[config.mk]
export PLATFORM = sky130hd
export DESIGN_NAME = uart_rx_interface
export DESIGN_NICKNAME = d
export VERILOG_FILES = /design/src/rtl/uart_rx_interface.sv
export SDC_FILE = /design/constraint.sdc
export NUM_CORES = 1
export LEC_CHECK = 0
export ABC_AREA = 1
export BUFFER_PORTS_ARGS = -buffer_cell sky130_fd_sc_hd__buf_2
export CAP_MARGIN = 40
export CORE_UTILIZATION = 49
export DETAILED_ROUTE_END_ITERATION = 16
export PLACE_DENSITY = 0.8
export SLEW_MARGIN = 0
export SYNTH_ARGS = -nofsm -noshare
export SYNTH_HDL_FRONTEND = slang
export SYNTH_SLANG_ARGS = --single-unit
[constraint.sdc]
create_clock -name clk_i -period 4.6 [get_ports clk_i]
set_clock_uncertainty 0.2 [all_clocks]
set_input_delay 0.69 -clock clk_i [delete_from_list [all_inputs] [get_ports clk_i]]
set_output_delay 0.69 -clock clk_i [all_outputs]
set_load 0.03 [all_outputs]
[src/rtl/uart_rx_interface.sv]
// uart_rx_interface
//   Bus register slave around an 8N1 UART receiver. The serial line is
//   synchronised, deframed at a programmable clocks-per-bit divisor, and
//   each received byte is held in a data register. Status flags report
//   valid data, framing errors and overruns. An optional interrupt is raised
//   while any flag is set.
//
// Ports
//   clk_i, rst_i      clock, synchronous active-high reset
//   addr_i            register address, word index on addr_i[3:0]
//   dat_i / dat_o     write data / read data (dat_o valid with ack_o)
//   we_i, stb_i       write enable, access strobe (one ack per sampled strobe)
//   sel_i, cyc_i,     accepted and ignored
//   lock_i
//   ack_o, err_o      normal acknowledge / unmapped-address acknowledge
//   rty_o             always 0
//   tagn_i / tagn_o   tag, registered so it lines up with ack_o/err_o
//   uart_rx           asynchronous serial input, idle high
//   irq_o             registered interrupt: ie & (valid | fe | ovr)
//
// Register map (addr_i[3:0])
//   0x0 CTRL   [0] en, [1] ie, [2] soft_rst (write-1, self-clearing)
//   0x1 DIV    clocks per bit, values below 4 behave as 4
//   0x2 STATUS [0] valid, [1] fe, [2] ovr, [3] busy; any write clears fe/ovr
//   0x3 DATA   [7:0] last byte; a read clears valid
module uart_rx_interface #(
  parameter int               DIV_W   = 16,
  parameter logic [DIV_W-1:0] DIV_RST = DIV_W'(868)
) (
  input  logic        clk_i,
  input  logic        rst_i,
  input  logic [31:0] addr_i,
  input  logic [31:0] dat_i,
  output logic [31:0] dat_o,
  input  logic        we_i,
  input  logic [7:0]  sel_i,
  input  logic        cyc_i,
  input  logic        stb_i,
  input  logic        lock_i,
  output logic        err_o,
  output logic        rty_o,
  output logic        ack_o,
  input  logic        tagn_i,
  output logic        tagn_o,
  input  logic        uart_rx,
  output logic        irq_o
);

  localparam logic [3:0] ADDR_CTRL   = 4'h0;
  localparam logic [3:0] ADDR_DIV    = 4'h1;
  localparam logic [3:0] ADDR_STATUS = 4'h2;
  localparam logic [3:0] ADDR_DATA   = 4'h3;

  typedef enum logic [1:0] {
    ST_IDLE,
    ST_START,
    ST_DATA,
    ST_STOP
  } state_t;

  // Bus-side registers
  logic [31:0]      dat_reg;
  logic             ack_reg;
  logic             err_reg;
  logic             tagn_reg;
  logic             irq_reg;
  logic             en_reg;
  logic             ie_reg;
  logic             soft_rst_reg;
  logic [DIV_W-1:0] div_reg;

  // Receiver registers
  logic [1:0]       sync_reg;
  logic             rx_prev_reg;
  state_t           state_reg;
  logic [DIV_W-1:0] cnt_reg;
  logic [2:0]       bit_reg;
  logic [7:0]       shift_reg;
  logic [7:0]       data_reg;
  logic             valid_reg;
  logic             fe_reg;
  logic             ovr_reg;

  logic             rx_sync;
  logic             rx_fall;
  logic             busy;
  logic [DIV_W-1:0] div_eff;
  logic [DIV_W-1:0] div_half;
  logic [DIV_W-1:0] div_reload;
  logic [3:0]       reg_addr;
  logic             data_rd;
  logic             status_wr;

  // Inputs that the register interface accepts but has no use for.
  logic unused_inputs;
  assign unused_inputs = ^{sel_i, cyc_i, lock_i, addr_i[31:4], dat_i};

  assign rx_sync  = sync_reg[1];
  assign rx_fall  = rx_prev_reg & ~rx_sync;
  assign busy     = (state_reg != ST_IDLE);
  assign reg_addr = addr_i[3:0];

  // Very small divisors cannot place a sample inside the bit, so clamp.
  assign div_eff    = (div_reg < DIV_W'(4)) ? DIV_W'(4) : div_reg;
  assign div_half   = div_eff >> 1;
  assign div_reload = div_eff - DIV_W'(1);

  // Bus accesses with side effects on the receiver's flags.
  assign data_rd   = stb_i & ~we_i & (reg_addr == ADDR_DATA);
  assign status_wr = stb_i &  we_i & (reg_addr == ADDR_STATUS);

  assign dat_o  = dat_reg;
  assign ack_o  = ack_reg;
  assign err_o  = err_reg;
  assign rty_o  = 1'b0;
  assign tagn_o = tagn_reg;
  assign irq_o  = irq_reg;

  // Two-flop synchroniser plus the previous synchronised value for
  // falling-edge detection. All reset high to match the idle line.
  always_ff @(posedge clk_i) begin
    if (rst_i) begin
      sync_reg    <= 2'b11;
      rx_prev_reg <= 1'b1;
    end else begin
      sync_reg    <= {sync_reg[0], uart_rx};
      rx_prev_reg <= rx_sync;
    end
  end

  // Register interface: one registered ack/err per sampled strobe.
  always_ff @(posedge clk_i) begin
    if (rst_i) begin
      dat_reg      <= '0;
      ack_reg      <= 1'b0;
      err_reg      <= 1'b0;
      tagn_reg     <= 1'b0;
      irq_reg      <= 1'b0;
      en_reg       <= 1'b0;
      ie_reg       <= 1'b0;
      soft_rst_reg <= 1'b0;
      div_reg      <= DIV_RST;
    end else begin
      ack_reg      <= 1'b0;
      err_reg      <= 1'b0;
      dat_reg      <= '0;
      soft_rst_reg <= 1'b0;
      tagn_reg     <= tagn_i;
      irq_reg      <= ie_reg & (valid_reg | fe_reg | ovr_reg);
      if (stb_i) begin
        case (reg_addr)
          ADDR_CTRL: begin
            ack_reg <= 1'b1;
            if (we_i) begin
              en_reg       <= dat_i[0];
              ie_reg       <= dat_i[1];
              soft_rst_reg <= dat_i[2];
            end else begin
              dat_reg <= {30'd0, ie_reg, en_reg};
            end
          end
          ADDR_DIV: begin
            ack_reg <= 1'b1;
            if (we_i) begin
              div_reg <= dat_i[DIV_W-1:0];
            end else begin
              dat_reg <= 32'(div_reg);
            end
          end
          ADDR_STATUS: begin
            ack_reg <= 1'b1;
            if (!we_i) begin
              dat_reg <= {28'd0, busy, ovr_reg, fe_reg, valid_reg};
            end
          end
          ADDR_DATA: begin
            ack_reg <= 1'b1;
            if (!we_i) begin
              dat_reg <= {24'd0, data_reg};
            end
          end
          default: begin
            err_reg <= 1'b1;
          end
        endcase
      end
    end
  end

  // Receiver FSM and status flags. Bus-driven clears are written first so
  // that a flag set by the FSM in the same cycle overrides them.
  always_ff @(posedge clk_i) begin
    if (rst_i) begin
      state_reg <= ST_IDLE;
      cnt_reg   <= '0;
      bit_reg   <= '0;
      shift_reg <= '0;
      data_reg  <= '0;
      valid_reg <= 1'b0;
      fe_reg    <= 1'b0;
      ovr_reg   <= 1'b0;
    end else begin
      if (data_rd) begin
        valid_reg <= 1'b0;
      end
      if (status_wr) begin
        fe_reg  <= 1'b0;
        ovr_reg <= 1'b0;
      end

      if (soft_rst_reg) begin
        state_reg <= ST_IDLE;
      end else begin
        case (state_reg)
          ST_IDLE: begin
            if (en_reg && rx_fall) begin
              cnt_reg   <= div_half;
              state_reg <= ST_START;
            end
          end
          ST_START: begin
            if (cnt_reg != '0) begin
              cnt_reg <= cnt_reg - DIV_W'(1);
            end else if (!rx_sync) begin
              cnt_reg   <= div_reload;
              bit_reg   <= 3'd0;
              state_reg <= ST_DATA;
            end else begin
              // Line was high again at mid-bit: a glitch, not a start bit.
              state_reg <= ST_IDLE;
            end
          end
          ST_DATA: begin
            if (cnt_reg != '0) begin
              cnt_reg <= cnt_reg - DIV_W'(1);
            end else begin
              shift_reg[bit_reg] <= rx_sync;
              cnt_reg            <= div_reload;
              if (bit_reg == 3'd7) begin
                state_reg <= ST_STOP;
              end else begin
                bit_reg <= bit_reg + 3'd1;
              end
            end
          end
          ST_STOP: begin
            if (cnt_reg != '0) begin
              cnt_reg <= cnt_reg - DIV_W'(1);
            end else begin
              if (rx_sync) begin
                // A DATA read in this same cycle frees the holding register,
                // so the new byte is accepted rather than flagged as overrun.
                if (!valid_reg || data_rd) begin
                  data_reg  <= shift_reg;
                  valid_reg <= 1'b1;
                end else begin
                  ovr_reg <= 1'b1;
                end
              end else begin
                fe_reg <= 1'b1;
              end
              state_reg <= ST_IDLE;
            end
          end
          default: begin
            state_reg <= ST_IDLE;
          end
        endcase
      end
    end
  end

endmodule

## Yosys cells after proc, flatten, opt, wreduce, memory -nomap -nowiden

Cells that the tools add are included.

| operators by class | value |
|---|---|
| eq/ne operators | 16 |
| $lt $le $gt $ge | 3 |
| reduce and logical (&&, ||, !) cells | 20 |
| bitwise operators | 14 |
| muxes and demuxes | 46 |
| add/subtract/negate cells | 3 |

Operators by type and width:

| kind | number |
|---|---|
| 16-bit one-hot mux with 4 select lines | 2 |
| 16-bit two-way mux | 7 |
| 16-bit by 1-bit subtractor with 16-bit output (second input constant) | 2 |
| 1-bit two-way mux | 20 |
| 16-bit by 3-bit less-than comparator with 1-bit output (second input constant) | 1 |
| 2-bit inequality test (second input constant) | 8 |
| 16-bit nonzero test | 1 |
| 2-bit two-way mux | 7 |
| 3-bit two-way mux | 4 |
| 5-bit AND reduction | 2 |
| 3-bit AND reduction | 3 |
| 8-bit bitwise mux | 1 |
| 4-bit by 2-bit == test with 1-bit output (second input constant) | 2 |
| 8-bit two-way mux | 1 |
| 2-bit one-hot mux with 4 select lines | 1 |
| 4-bit OR reduction | 2 |
| 1-bit AND | 6 |
| 1-bit inverter | 6 |
| 3-bit one-hot mux with 2 select lines | 1 |
| 6-bit AND reduction | 1 |
| 2-bit == test (second input constant) | 2 |
| 4-bit by 1-bit == test with 1-bit output (second input constant) | 1 |
| 4-bit logical NOT | 1 |
| 3-bit by 4-bit less-than comparator with 1-bit output (second input constant) | 1 |
| 15 further kinds | 19 |

| word-level totals | value |
|---|---|
| input bits | 80 |
| output and inout bits | 37 |
| word-level logic and storage cells | 121 |
| register bits | 98 |

## Depth between registers and ports, before layout

| depth | value |
|---|---|
| depth after elaboration | 9 |
| mapped depth | 17 |
| gate-level depth less buffers | 16 |

## Worst setup path before layout

Ideal clock, no wire load.

| path | value |
|---|---|
| kind | register to register |
| from | register div_reg[4] |
| to | register cnt_reg[10] |
| buffers on the path | 1 |
| path slack | 2.346 ns |
| arrival | 1.983 ns |
| stages on the path, launching flop included | 18 |
| setup time | 0.070 ns |
| data required time | 4.330 ns |
| cells stage by stage | dfxtp_1 -> nor2_2 -> nand2_2 -> nor2_2 -> nand2_2 -> buf_6 -> nand2_1 -> ha_1 -> inv_1 -> nor2_2 -> nand3_1 -> nor2_1 -> nand3_1 -> nand3_1 -> nand3_1 -> nand2_1 -> nand2_1 -> a21oi_1 |

| on the way | value |
|---|---|
| longest elaborated chain between the ends | 6 |
| elaborated cells between the ends (all ways) | 8 |
| those cells by class | 1 x add/sub; 1 x order compare; 6 x mux |

Ends and longest elaborated chain:

| element | line | text |
|---|---|---|
| from (decl) | 70 | `logic [DIV_W-1:0] div_reg;` |
| from (signal assigned) | 165 | `div_reg <= dat_i[DIV_W-1:0];` |
| 16-bit by 3-bit less-than comparator with 1-bit output | 104 | `assign div_eff = (div_reg < DIV_W'(4)) ? DIV_W'(4) : div_reg;` |
| 16-bit two-way mux * | 104 |  |
| 16-bit by 1-bit subtractor with 16-bit output | 106 | `assign div_reload = div_eff - DIV_W'(1);` |
| 16-bit two-way mux | 224 | `end else if (!rx_sync) begin` |
| 16-bit two-way mux | 222 | `if (cnt_reg != '0) begin` |
| 16-bit one-hot mux with 4 select lines * | 214 | `case (state_reg)` |
| to (signal assigned) | 217 | `cnt_reg <= div_half;` |
| to (signal assigned) | 223 | `cnt_reg <= cnt_reg - DIV_W'(1);` |
| to (signal assigned) | 225 | `cnt_reg <= div_reload;` |
| to (decl) | 76 | `logic [DIV_W-1:0] cnt_reg;` |

Mark *: on every way between the ends. The rest lies on a longest branch, timed or not. The select of a mux whose other input is x is not followed.
A chain may end at the register's enable or synchronous reset.

## Final worst setup path

| path | value |
|---|---|
| from | register div_reg[5] |
| to | register cnt_reg[8] |

The elaborated chain is that of the path after synthesis.

==> results.json <==
{
  "status": "finished, final reports clean",
  "drc": 0,
  "final_antenna_net_count": 0,
  "antenna_found_initial": 0,
  "top_usage_layer": "met2",
  "switching_power_w": 0.000680,
  "synth_warnings": 0,
  "grt_util_met1": 0.287,
  "ys_seq_area_frac": 0.356,
  "fin_util": 0.542,
  "cts_tree": "yes",
  "ys_async_sr_fraction": 0,
  "setup_viol": 0,
  "p_int_w": 0.00115,
  "powerDensity_nw_per_um2": 366,
  "cts_htree_levels": 3,
  "start_kind": "register",
  "maxCapViolCount": 0,
  "vias": 4483,
  "synth_top_area_frac": 0.356,
  "numPortBuffers": 45,
  "ys_types": 46,
  "ys_ff_latch": 82,
  "numClockSinks": 82,
  "hold_buffers": 0,
  "netlist_area_sq_um": 4610,
  "path_class": "reg2reg",
  "layout.nets": 782,
  "rows": 35,
  "timing_hold_violations_final": 0,
  "core_area_sq_um": 9200,
  "grt_overflow": 0,
  "grt_pass1_wl_um": 19200,
  "fmax_mhz": 352,
  "wl_um": 11700,
  "initial_core_util": 0.502,
  "clk_latency_ns": 0.37,
  "yosysTopAreaCell": "dfxtp_1",
  "p_clk_frac": 0.301,
  "cp_data_required_time_ns": 4.62,
  "crit_fanout": 12,
  "dr.first_iter.drc_count": 267,
  "met3_usage": 0.0518,
  "dpl_cell_area_sq_um": 4790,
  "yosys-top-cells-area": "dfxtp_1 (36%), nand2_1 (10%), a21oi_1 (6.8%)",
  "dieArea_sq_um": 9810,
  "tns_ns": 0,
  "cts_resized": 0,
  "hold_class": "reg2reg",
  "worst_ep_arrival_time_ns": 2.86,
  "routed_via_density": 5.54,
  "die_w_um": 99.0,
  "grt_pass1_vias": 4221,
  "path_clk_slew_ns": 0.09,
  "firstDrtPassIters": 5,
  "grt_usage": 0.248,
  "fp.dieH_um": 99.0,
  "gp_congestion": 0.926,
  "worstMarginPinSlew_ns": 0.882,
  "synth-edff-count": 0,
  "design_area_sq_um": 4990,
  "grt_max_degree": 42,
  "p_leak_nw": 2.17,
  "area_delta_synth_final_pct": 8.14,
  "ios": 117,
  "ir_worst_vdd_uv": 178,
  "use_met2": 0.444,
  "dominantRegCellSynth": "dfxtp_1",
  "diodes": 0,
  "max_slew_margin": 0.412,
  "synthCells": 661,
  "timing.hold.ws_ns": 0.217,
  "n_fill_cell": 872,
  "seq_power_share": 0.409,
  "drv_slew": 0,
  "dp_hpwl_um": 8530,
  "clockBufferDepth": 2,
  "min_period_ns": 2.84,
  "syn_area_per_cell_sq_um": 6.98,
  "drive_gt1_frac": 0.152,
  "cts_setup_buffers": 0,
  "avgRoutedWirePerCell_um": 14.5,
  "rsz0062_at_grt": "false",
  "cts_buffers": 9,
  "switching_share": 0.372,
  "combPwrFrac": 0.290,
  "fin_crit_sh": 0.617,
  "cp-end-kind": "register",
  "cts.root.buffer_cell": "clkbuf_8"
}
[path summary, 6_finish.rpt]
check | from | to | slack (ns) | depth (start not counted)
worst max-delay path | div_reg[5] | cnt_reg[8] | 1.76 | 15
worst min-delay path | sync_reg[0] | sync_reg[1] | 0.22 | 1
worst max register to register | div_reg[5] | cnt_reg[8] | 1.76 | 15
worst min register to register | sync_reg[0] | sync_reg[1] | 0.22 | 1
[through the flow]
stage / instances / power (W) / worst slack, ns
final: 809 / 0.00183 / 1.76
after floorplan: 677 / 0.00120 / 2.35
after detailed placement: 793 / 0.00128 / 1.76
after global placement: 793 / 0.00127 / 1.86
after global routing: 809 / 0.00192 / 1.59
after CTS: 809 / 0.00182 / 1.84
[layer usage]
metal  up-vias  share of wire
met4         0          0.023
li1       2184              -
met5         -              0
met2       160           0.50
met1      2109           0.42
met3        30          0.058
[Yosys cell counts, types with 4 or more instances]
cell,count
buf_6,4
or2_2,4
o21ai_1,8
nand2_1,125
nor3_2,5
nor2_2,10
inv_1,70
o21ai_0,41
nand2_2,4
nand3_1,32
inv_2,7
nor2_1,74
nor3_1,18
nand4_1,6
a21oi_1,63
clkbuf_1,14
xor2_1,12
buf_4,19
xnor2_1,4
ha_1,9
a211oi_1,12
dfxtp_1,82
[worst max-delay path, cell delays in order, from the launching register on]
cell	delay [ns]
dfxtp_1	0.42
nor2_2	0.22
nand2_2	0.10
nor2_2	0.10
nand2_2	0.19
nand2_1	0.17
ha_1	0.20
inv_1	0.07
nor2_2	0.24
nand3_1	0.14
xor2_1	0.21
nand2_1	0.07
nand3_1	0.10
nand3_1	0.09
nand2_1	0.11
a21oi_1	0.06
[cell type report]
class                   instances  area (sq um)  share of cell area
multi-input cells             475          2480               0.497
flip-flops and latches         82          1640               0.329
inverters                      79           297              0.0594
repair buffers                 46           233              0.0467
well taps                     111           139              0.0278
clock buffers                  10           128              0.0256
clock inverters                 6          73.8              0.0148
[power groups by stage]
stage / clock network, W / registers [W] / logic (W)
3_5_place_dp: 0 / 0.000765 / 0.000515
3_3_place_gp: 0 / 0.000763 / 0.000505
5_1_grt: 0.000584 / 0.000751 / 0.000587
6_report: 0.000550 / 0.000748 / 0.000530
4_1_cts: 0.000553 / 0.000748 / 0.000518
2_1_floorplan: 0 / 0.000762 / 0.000436
[cell usage in the layout, fill, tap and decap left out, types with 2 or more instances in the layout]
master	n
xor2_1	12
o21ai_1	8
buf_2	45
dfxtp_1	82
nor2_1	74
clkbuf_8	9
clkinvlp_4	2
nor2_4	3
nand2_2	4
a21oi_1	63
a41oi_1	2
xnor2_1	4
nand3_2	3
conb_1	17
inv_1	70
o21ai_0	41
nand2_1	125
nor3_4	2
nand4_1	6
or2_2	4
clkinv_1	2
nand3_1	32
nor2_2	10
o211ai_1	3
nor3_1	18
nor3_2	5
a211oi_1	12
o21bai_1	3
inv_2	7
ha_1	9
o221ai_1	2
[logic make-up after synthesis]
group / after synthesis / synth area share
AOI/OAI and AO/OA: 142 / 0.175
DFF: 82 / 0.356
buffers and inverters: 120 / 0.120
and+or+nand+nor: 291 / 0.293
adders and majority gates: 9 / 0.0244
xor gates and xnor gates: 16 / 0.0304
other: 1 / 0.000813
Power figures use the tool's default switching activity.
